$ cat config.mk
export PLATFORM = sky130hd
export DESIGN_NAME = centroid_accumulator_flat
export DESIGN_NICKNAME = d
export VERILOG_FILES = /design/src/rtl/centroid_pkg.sv /design/src/rtl/centroid_accumulator_if.sv /design/src/rtl/axis_hold_src.sv /design/src/rtl/centroid_accumulator.sv /design/src/flat_wrapper.sv
export SDC_FILE = /design/constraint.sdc
export NUM_CORES = 1
export LEC_CHECK = 0
export CAP_MARGIN = 5
export CORE_UTILIZATION = 30
export CTS_CLUSTER_SIZE = 24
export DETAILED_ROUTE_END_ITERATION = 8
export DONT_BUFFER_PORTS = 1
export SLEW_MARGIN = 20
export SYNTH_ARGS = -nofsm -noshare
export SYNTH_HDL_FRONTEND = slang
export SYNTH_SLANG_ARGS = --single-unit
$ cat constraint.sdc
create_clock -name clk -period 11.1 [get_ports clk]
set_input_delay 1.665 -clock clk [delete_from_list [all_inputs] [get_ports clk]]
set_output_delay 1.665 -clock clk [all_outputs]
set_load 0.005 [all_outputs]
$ cat src/rtl/centroid_pkg.sv
// Shared types and default parameters for the centroid accumulator block.
package centroid_pkg;

   localparam int H_RES_DEF      = 640;
   localparam int V_RES_DEF      = 480;
   localparam int MIN_PIXELS_DEF = 16;
   localparam int DW_DEF         = 32;

   typedef enum logic [1:0] {
      ST_IDLE  = 2'd0,
      ST_ACCUM = 2'd1,
      ST_ISSUE = 2'd2,
      ST_WAIT  = 2'd3
   } state_e;

   // Coordinate counter width, never narrower than one bit.
   function automatic int coord_width(input int n);
      return (n <= 2) ? 1 : $clog2(n);
   endfunction

endpackage

$ cat src/rtl/centroid_accumulator_if.sv
// Divider / result-formatter side of the centroid accumulator.
interface centroid_accumulator_if #(
   parameter int DW = 32
);

   logic [DW-1:0] x_dividend;
   logic [DW-1:0] y_dividend;
   logic [DW-1:0] divisor;
   logic          x_div_tvalid;
   logic          x_div_tready;
   logic          y_div_tvalid;
   logic          y_div_tready;
   logic          acc_done;
   logic          res_valid;
   logic          no_target;

   modport master (
      output x_dividend, y_dividend, divisor,
      output x_div_tvalid, y_div_tvalid, acc_done, no_target,
      input  x_div_tready, y_div_tready, res_valid
   );

   modport slave (
      input  x_dividend, y_dividend, divisor,
      input  x_div_tvalid, y_div_tvalid, acc_done, no_target,
      output x_div_tready, y_div_tready, res_valid
   );

endinterface

$ cat src/rtl/axis_hold_src.sv
// Single AXI-Stream source holding register: loads a word, keeps it valid
// and stable until the sink accepts it.
module axis_hold_src #(
   parameter int W = 32
) (
   input  logic         clk,
   input  logic         rst_n,
   input  logic         load,
   input  logic [W-1:0] din,
   input  logic         tready,
   output logic         tvalid,
   output logic [W-1:0] dout
);

   // Capture on load, drop valid the cycle after the handshake.
   always_ff @(posedge clk or negedge rst_n) begin
      if (!rst_n) begin
         tvalid <= 1'b0;
         dout   <= '0;
      end else if (load) begin
         tvalid <= 1'b1;
         dout   <= din;
      end else if (tvalid && tready) begin
         tvalid <= 1'b0;
      end
   end

endmodule

$ cat src/rtl/centroid_accumulator.sv
// Accumulates hit-pixel coordinates over a frame and issues the two
// centroid divisions (sum_x/count, sum_y/count) to the divider cores.
module centroid_accumulator
   import centroid_pkg::*;
#(
   parameter int H_RES      = H_RES_DEF,
   parameter int V_RES      = V_RES_DEF,
   parameter int MIN_PIXELS = MIN_PIXELS_DEF,
   parameter int DW         = DW_DEF
) (
   input  logic clk,
   input  logic rst_n,
   input  logic pix_valid,
   input  logic pix_hit,
   input  logic pix_sof,
   input  logic pix_eol,
   centroid_accumulator_if.master div
);

   localparam int XW = coord_width(H_RES);
   localparam int YW = coord_width(V_RES);

   localparam logic [1:0] S_IDLE  = ST_IDLE;
   localparam logic [1:0] S_ACCUM = ST_ACCUM;
   localparam logic [1:0] S_ISSUE = ST_ISSUE;
   localparam logic [1:0] S_WAIT  = ST_WAIT;

   localparam logic [YW-1:0] Y_LAST  = YW'(V_RES - 1);
   localparam logic [DW-1:0] MIN_CNT = DW'(MIN_PIXELS);

   logic [1:0]    state;
   logic [XW-1:0] xc;
   logic [YW-1:0] yc;
   logic [XW-1:0] cur_x;
   logic [YW-1:0] cur_y;
   logic [DW-1:0] sum_x;
   logic [DW-1:0] sum_y;
   logic [DW-1:0] count;
   logic [DW-1:0] nx_sum_x;
   logic [DW-1:0] nx_sum_y;
   logic [DW-1:0] nx_count;
   logic [DW-1:0] divisor_r;
   logic [15:0]   frame_cnt;
   logic          no_target_r;
   logic          accept;
   logic          frame_end;
   logic          issue_load;
   logic          issue_done;
   logic          x_tvalid;
   logic          y_tvalid;
   logic [DW-1:0] x_data;
   logic [DW-1:0] y_data;

   // Unsigned add that sticks at all-ones instead of wrapping.
   function automatic logic [DW-1:0] sat_add(input logic [DW-1:0] a,
                                             input logic [DW-1:0] b);
      logic [DW:0] s;
      s = {1'b0, a} + {1'b0, b};
      return s[DW] ? {DW{1'b1}} : s[DW-1:0];
   endfunction

   // A start-of-frame beat counts as (0,0) and starts the sums afresh.
   always_comb begin
      cur_x      = pix_sof ? '0 : xc;
      cur_y      = pix_sof ? '0 : yc;
      nx_sum_x   = sat_add(pix_sof ? '0 : sum_x, pix_hit ? DW'(cur_x) : '0);
      nx_sum_y   = sat_add(pix_sof ? '0 : sum_y, pix_hit ? DW'(cur_y) : '0);
      nx_count   = sat_add(pix_sof ? '0 : count, pix_hit ? DW'(1) : '0);
      accept     = pix_valid && (((state == S_IDLE) && pix_sof) || (state == S_ACCUM));
      frame_end  = accept && pix_eol && (cur_y == Y_LAST);
      issue_load = frame_end && (nx_count >= MIN_CNT);
      issue_done = (!x_tvalid || div.x_div_tready) && (!y_tvalid || div.y_div_tready);
   end

   // Raster position tracking runs on every beat regardless of state.
   always_ff @(posedge clk or negedge rst_n) begin
      if (!rst_n) begin
         xc <= '0;
         yc <= '0;
      end else if (pix_valid) begin
         if (pix_eol) begin
            xc <= '0;
            yc <= (cur_y == Y_LAST) ? '0 : cur_y + 1'b1;
         end else begin
            xc <= cur_x + 1'b1;
            yc <= cur_y;
         end
      end
   end

   // Frame accumulation and issue/wait sequencing.
   always_ff @(posedge clk or negedge rst_n) begin
      if (!rst_n) begin
         state       <= S_IDLE;
         sum_x       <= '0;
         sum_y       <= '0;
         count       <= '0;
         divisor_r   <= '0;
         no_target_r <= 1'b0;
         frame_cnt   <= '0;
      end else begin
         no_target_r <= 1'b0;
         case (state)
            S_IDLE, S_ACCUM: begin
               if (accept) begin
                  sum_x <= nx_sum_x;
                  sum_y <= nx_sum_y;
                  count <= nx_count;
                  if (frame_end) begin
                     frame_cnt <= frame_cnt + 1'b1;
                     if (issue_load) begin
                        state     <= S_ISSUE;
                        divisor_r <= nx_count;
                     end else begin
                        state       <= S_IDLE;
                        no_target_r <= 1'b1;
                     end
                  end else begin
                     state <= S_ACCUM;
                  end
               end
            end
            S_ISSUE: begin
               if (issue_done) begin
                  state <= S_WAIT;
               end
            end
            S_WAIT: begin
               if (div.res_valid) begin
                  state <= S_IDLE;
               end
            end
            default: state <= S_IDLE;
         endcase
      end
   end

   axis_hold_src #(.W(DW)) x_src (
      .clk    (clk),
      .rst_n  (rst_n),
      .load   (issue_load),
      .din    (nx_sum_x),
      .tready (div.x_div_tready),
      .tvalid (x_tvalid),
      .dout   (x_data)
   );

   axis_hold_src #(.W(DW)) y_src (
      .clk    (clk),
      .rst_n  (rst_n),
      .load   (issue_load),
      .din    (nx_sum_y),
      .tready (div.y_div_tready),
      .tvalid (y_tvalid),
      .dout   (y_data)
   );

   assign div.x_dividend   = x_data;
   assign div.y_dividend   = y_data;
   assign div.divisor      = divisor_r;
   assign div.x_div_tvalid = x_tvalid;
   assign div.y_div_tvalid = y_tvalid;
   assign div.acc_done     = (state == S_ISSUE) || (state == S_WAIT);
   assign div.no_target    = no_target_r;

endmodule

$ cat src/flat_wrapper.sv
// flat-port wrapper written by rule: the top's interface ports become plain ports
module centroid_accumulator_flat import centroid_pkg::*;
#(
   parameter int H_RES      = H_RES_DEF,
   parameter int V_RES      = V_RES_DEF,
   parameter int MIN_PIXELS = MIN_PIXELS_DEF,
   parameter int DW         = DW_DEF
)
  (clk, rst_n, pix_valid, pix_hit, pix_sof, pix_eol, div_x_dividend, div_y_dividend, div_divisor, div_x_div_tvalid, div_y_div_tvalid, div_acc_done, div_no_target, div_x_div_tready, div_y_div_tready, div_res_valid);
  centroid_accumulator_if #(.DW(DW)) div_i ();
  input  logic clk;
  input  logic rst_n;
  input  logic pix_valid;
  input  logic pix_hit;
  input  logic pix_sof;
  input  logic pix_eol;
  output wire logic [$bits(div_i.x_dividend)-1:0] div_x_dividend;
  output wire logic [$bits(div_i.y_dividend)-1:0] div_y_dividend;
  output wire logic [$bits(div_i.divisor)-1:0] div_divisor;
  output wire logic [$bits(div_i.x_div_tvalid)-1:0] div_x_div_tvalid;
  output wire logic [$bits(div_i.y_div_tvalid)-1:0] div_y_div_tvalid;
  output wire logic [$bits(div_i.acc_done)-1:0] div_acc_done;
  output wire logic [$bits(div_i.no_target)-1:0] div_no_target;
  input wire logic [$bits(div_i.x_div_tready)-1:0] div_x_div_tready;
  input wire logic [$bits(div_i.y_div_tready)-1:0] div_y_div_tready;
  input wire logic [$bits(div_i.res_valid)-1:0] div_res_valid;
  assign div_x_dividend = div_i.x_dividend;
  assign div_y_dividend = div_i.y_dividend;
  assign div_divisor = div_i.divisor;
  assign div_x_div_tvalid = div_i.x_div_tvalid;
  assign div_y_div_tvalid = div_i.y_div_tvalid;
  assign div_acc_done = div_i.acc_done;
  assign div_no_target = div_i.no_target;
  assign div_i.x_div_tready = div_x_div_tready;
  assign div_i.y_div_tready = div_y_div_tready;
  assign div_i.res_valid = div_res_valid;
  centroid_accumulator #(.H_RES(H_RES), .V_RES(V_RES), .MIN_PIXELS(MIN_PIXELS), .DW(DW)) u_core (.clk(clk), .rst_n(rst_n), .pix_valid(pix_valid), .pix_hit(pix_hit), .pix_sof(pix_sof), .pix_eol(pix_eol), .div(div_i));
endmodule
# Yosys cells after proc, flatten, opt, wreduce, memory -nomap -nowiden
# Index checks and enable logic that the tools add are counted.
# op_classes
addsub,5
multipliers,0
n_div,0
n_lt_le_gt_ge,1
n_eq_ne,7
shift,0
n_mux,28
n_bitwise,0
reduce_logical,21
# op_table
operator,count
$mux W32,6
$add A32 B32 Y33,3
$mux W9,4
$ge A32 B5 Y1 const B,1
$mux W10,3
$add A10 B1 Y10 const B,1
$mux W2,5
$add A9 B1 Y9 const B,1
$eq A9 B9 Y1 const B,1
$mux W1,9
$logic_and A1 B1 Y1,8
$pmux W2 S3,1
$eq A2 B2 Y1 const B,2
$logic_or A1 B1 Y1,4
$ne A2 B1 Y1 const B,2
$reduce_and A4 Y1,1
$reduce_bool A2 Y1,2
$reduce_and A3 Y1,1
$eq A2 B1 Y1 const B,1
$logic_not A1 Y1,2
$logic_not A2 Y1,1
$ne A2 B2 Y1 const B,1
$reduce_and A2 Y1,1
$reduce_or A2 Y1,1
# word_totals
register_bits,216
latchBits,0
ram_bits,0
rom_bits,0
input_bits,9
out_inout_bits,100
wordCells,74
mem_count,0

# Logic depth before layout (Yosys ltp)
# logic_depth
depth_word,11
depth_mapped,22
mapped_depth_nobuf,13

# By module
# From an unflattened synthesis, not the netlist that was laid out.
# unflattened
cells_unflattened,1425
area_unflattened_um2,13394.1
# by_module_without_submodules
mod,instances,cells_per_inst,area_per_inst_um2,seq_area_each_um2
centroid_accumulator,1,1283,10639.0,3753.6
axis_hold_src,2,71,1377.6,825.8

# Worst setup path before layout
# No wires, ideal clock.
# synth_path
kind,input to register
from,in pix_sof
to,"reg u_core.divisor_r[0], in the netlist u_core.div.divisor[0]"
setup_time_ns,0.125
arrival_ns,7.027
required_ns,10.975
slack_ns,3.948
cell_stages,22
n_path_buf,11
path_cell_list,buf_2 buf_1 clkbuf_1 clkbuf_1 buf_1 clkbuf_1 clkbuf_1 clkbuf_1 nor2b_1 ha_1 ha_1 clkbuf_1 nand4_1 nor4_1 mux2_2 or4_1 or4b_1 nor4_4 a2111oi_4 buf_12 buf_12 mux2_4
# synth_between
elab_chain_cells,7
elab_cells_between_ends,13
classes_between,1 x add/sub; 1 x order compare; 1 x eq/ne; 3 x mux; 7 x reduce/logical
# synth_rtl
item,line,rtl
from (decl),flat_wrapper.sv:15,input logic pix_sof;
branches (longest 7 deep; another with $add A32 B32 Y33),n/a,
to (signal assigned),centroid_accumulator.sv:113,divisor_r <= nx_count;
to (decl),centroid_accumulator.sv:42,logic [DW-1:0] divisor_r;
# Several ways; the timed one is not identified.
# A chain may end at the register's enable or synchronous reset.

# Worst setup path in the final report
# layout_path
from,in pix_sof
to,reg u_core.y_src.dout[6]
# layout_between
elab_chain_cells,6
elab_cells_between_ends,16
classes_between,2 x add/sub; 1 x order compare; 1 x eq/ne; 6 x mux; 6 x reduce/logical
# layout_rtl
item,line,rtl
branches (longest 6 deep; another with $add A32 B32 Y33),n/a,
to (signal assigned),axis_hold_src.sv:22,dout <= din;
to (decl),axis_hold_src.sv:12,output logic [W-1:0] dout
# Several ways; the timed one is not identified.

==> run summary <==
Hold Path Cell Cnt -> 2
minimum clock period -> 5.91 ns
run status -> completed
Syn Area/Cell -> 9.52 sq um
RSZ-0062 raised after global routing -> false
Max Cap Viol -> 0
Max-slew headroom -> 0.335
Yosys reg bits -> 216
clock latency on the worst-skew pair -> 0.56 ns
Final Hold Vio Count -> 0
Worst R2R Path Depth -> 13
Overall Global Routing Usage -> 0.151
diode count -> 0
Synth area leader -> dfrtp_1
Synth async-reset ratio -> 1.00
most common cell in the synthesized netlist -> dfrtp_1
Worst VDD drop -> 0.0000937 V
Synth top cells by count -> dfrtp_1 (216), nor2_1 (136), nand2_1 (133), o21ai_0 (89), mux2_4 (61)
I/O Buffers -> 0
initial core utilization -> 0.307
hold endpoint -> u_core.sum_x[4]
total CTS buffers -> 25
fin. max-slew vios -> 0
Post-DP HPWL -> 22600 um
Post-CTS Resized -> 0
Max clock buf depth -> 3
clk sinks -> 216
register area share after synthesis -> 0.417
Worst EP required -> 11.54 ns
Yosys warnings -> 0
R2R Setup Slk -> 6.07 ns
Post-Syn Area -> 13000 sq um
Main synth FF type -> dfrtp_1
Die X -> 210 um
synth top area cells -> dfrtp_1 (42%), mux2_4 (7.1%), nor2_1 (3.9%), nand2_1 (3.9%), o21ai_0 (3.4%)
Site Rows -> 75
CP arrival -> 6.36 ns
Post-CTS Setup Repair Bufs -> 0
Area after DPL -> 13200 sq um
Max H-tree Level -> 1
r2r endpoint -> u_core.y_src.dout[6]
first-pass GRT wire length -> 54000 um
final setup vio count -> 0
syn nets -> 1395
Area Growth Syn to Fin -> 8.97%
post-route antenna net violation count -> 0
Initial DRC Count -> 761
Final Skew -> 0.0341 ns
CP max FO -> 143
CP Capture Type -> flop
Final nets -> 1349
vias in the first global route -> 9444
worst r2r src -> u_core.count[0]
Clock transition at path regs -> 0.06 ns
global route overflow -> 0
largest net degree at the start of global routing -> 217
Final GP Congestion -> 0.890
antenna violations before repair -> 0
number of iterations in the first detailed-routing pass -> 5
Synth top area share -> 0.417
drc violations -> 0
Slew @ Worst Pin -> 0.990 ns
cells after synthesis -> 1361
core area -> 42200 sq um
CTS root buffer -> clkbuf_16
fmax -> 169 MHz
share of cells above drive strength 1 -> 0.122
die area -> 44000 sq um
synth unique cells -> 81
hold_sp -> u_core.sum_x[4]
Power Density -> 127 nW/um^2
setup TNS -> 0 ns
die height -> 210 um
Routed wire per std cell -> 17.6 um
CTS tree -> yes
Static Leak -> 6.27 nW
vias -> 9865
EDFF count, synth -> 0
Detailed Route WL -> 33000 um
final critical-path share of the clock period -> 0.533
CTS hold repair buffers -> 0
end-of-flow core utilization -> 0.334
CP Launch Type -> input port
post-route cell area -> 14100 sq um
Avg Vias per Cell -> 5.27
number of I/O pins -> 109
Setup Crit Path Kind -> in2reg
HP Class -> reg2reg
[sequential cells by signal, summed over array words and instances (netlist names)]
signal	cells
u_core.count	32
u_core.div.divisor	32
u_core.sum_x	32
u_core.sum_y	32
u_core.x_src.dout	32
u_core.y_src.dout	32
u_core.xc	10
u_core.yc	9
u_core.state	2
u_core.div.no_target	1
u_core.x_src.tvalid	1
u_core.y_src.tvalid	1
[worst max-delay path: stages]
cell and delay (ns):
nor2b_1 0.15, ha_1 0.22, ha_1 0.34, and4_1 0.29, nand4_1 0.30, or4_4 0.74, and2_1 0.19, a21o_1 0.20
and3_4 0.19, a2111oi_4 0.36, buf_4 0.44, buf_4 0.72, mux2_4 0.36
[how the worst max path moves through the flow]
stage | startpoint | to | slack (ns) | cells past startpoint
3_3_place_gp | pix_sof | u_core.y_src.dout[31] | 4.84 | 13
5_1_grt | pix_sof | u_core.y_src.dout[31] | 5.01 | 13
3_5_place_dp | pix_sof | u_core.y_src.dout[31] | 4.74 | 13
6_report | pix_sof | u_core.y_src.dout[6] | 5.19 | 13
2_1_floorplan | pix_sof | u_core.div.divisor[0] | 3.95 | 22
4_1_cts | pix_sof | u_core.y_src.dout[31] | 5.34 | 13
[per-layer routing]
metal  track usage  share of wire
met5             0              0
met4        0.0327          0.017
met3        0.0287          0.059
met2         0.235           0.45
met1         0.216           0.47
[placed cells by master, fill, tap and decap left out, types with 23 or more instances in the layout]
| cell type | synthesis | routed |
|---|---|---|
| dfrtp_1 | 216 | 216 |
| nor2_1 | 136 | 136 |
| nand2_1 | 133 | 133 |
| o21ai_0 | 89 | 89 |
| mux2_4 | 61 | 61 |
| a21oi_1 | 57 | 57 |
| nor2b_1 | 53 | 53 |
| nand3_1 | 44 | 44 |
| inv_1 | 37 | 37 |
| nor3_1 | 34 | 33 |
| mux2_2 | 31 | 31 |
| mux2i_1 | 30 | 30 |
| xor2_1 | 29 | 29 |
| a31oi_1 | 29 | 29 |
| xnor2_1 | 26 | 26 |
| clkbuf_16 | 0 | 25 |
| ha_1 | 23 | 23 |
[cells by family (layout without fill, tap and decap cells)]
family                     Yosys count  in the layout  synth area share
AOI/OAI and AO/OA                  284            284             0.141
xor gates and xnor gates            55             55            0.0372
adders and majority gates           25             25            0.0253
buffers and inverters              120             91            0.0471
DFF                                216            216             0.417
muxes                              122            122             0.121
and+or+nand+nor                    539            539             0.211
[cell type report]
class | count | area [sq um]
clock inverters | 13 | 214
inverters | 38 | 143
fillers | 4350 | 28100
clock buffers | 31 | 668
well taps | 539 | 674
multi-input cells | 1025 | 6940
repair buffers | 9 | 67.6
flip-flops and latches | 216 | 5410
[power breakdown]
part           total [W]  internal [W]  switching [W]
combinational  0.0000770     0.0000314      0.0000456
clock           0.000895      0.000546       0.000349
sequential      0.000815      0.000802      0.0000127
total            0.00179       0.00138       0.000407
[metrics by stage]
step | hold WS (ns) | instances | worst slack, ns | power [W]
after floorplan | 0.442 | 1361 | 3.95 | 0.000894
after global placement | 0.454 | 1827 | 4.84 | 0.000904
after detailed placement | 0.463 | 1827 | 4.74 | 0.000907
after CTS | 0.477 | 1871 | 5.34 | 0.00181
after global routing | 0.516 | 1871 | 5.01 | 0.00186
final | 0.471 | 1871 | 5.19 | 0.00179
Power figures use the tool's default switching activity.
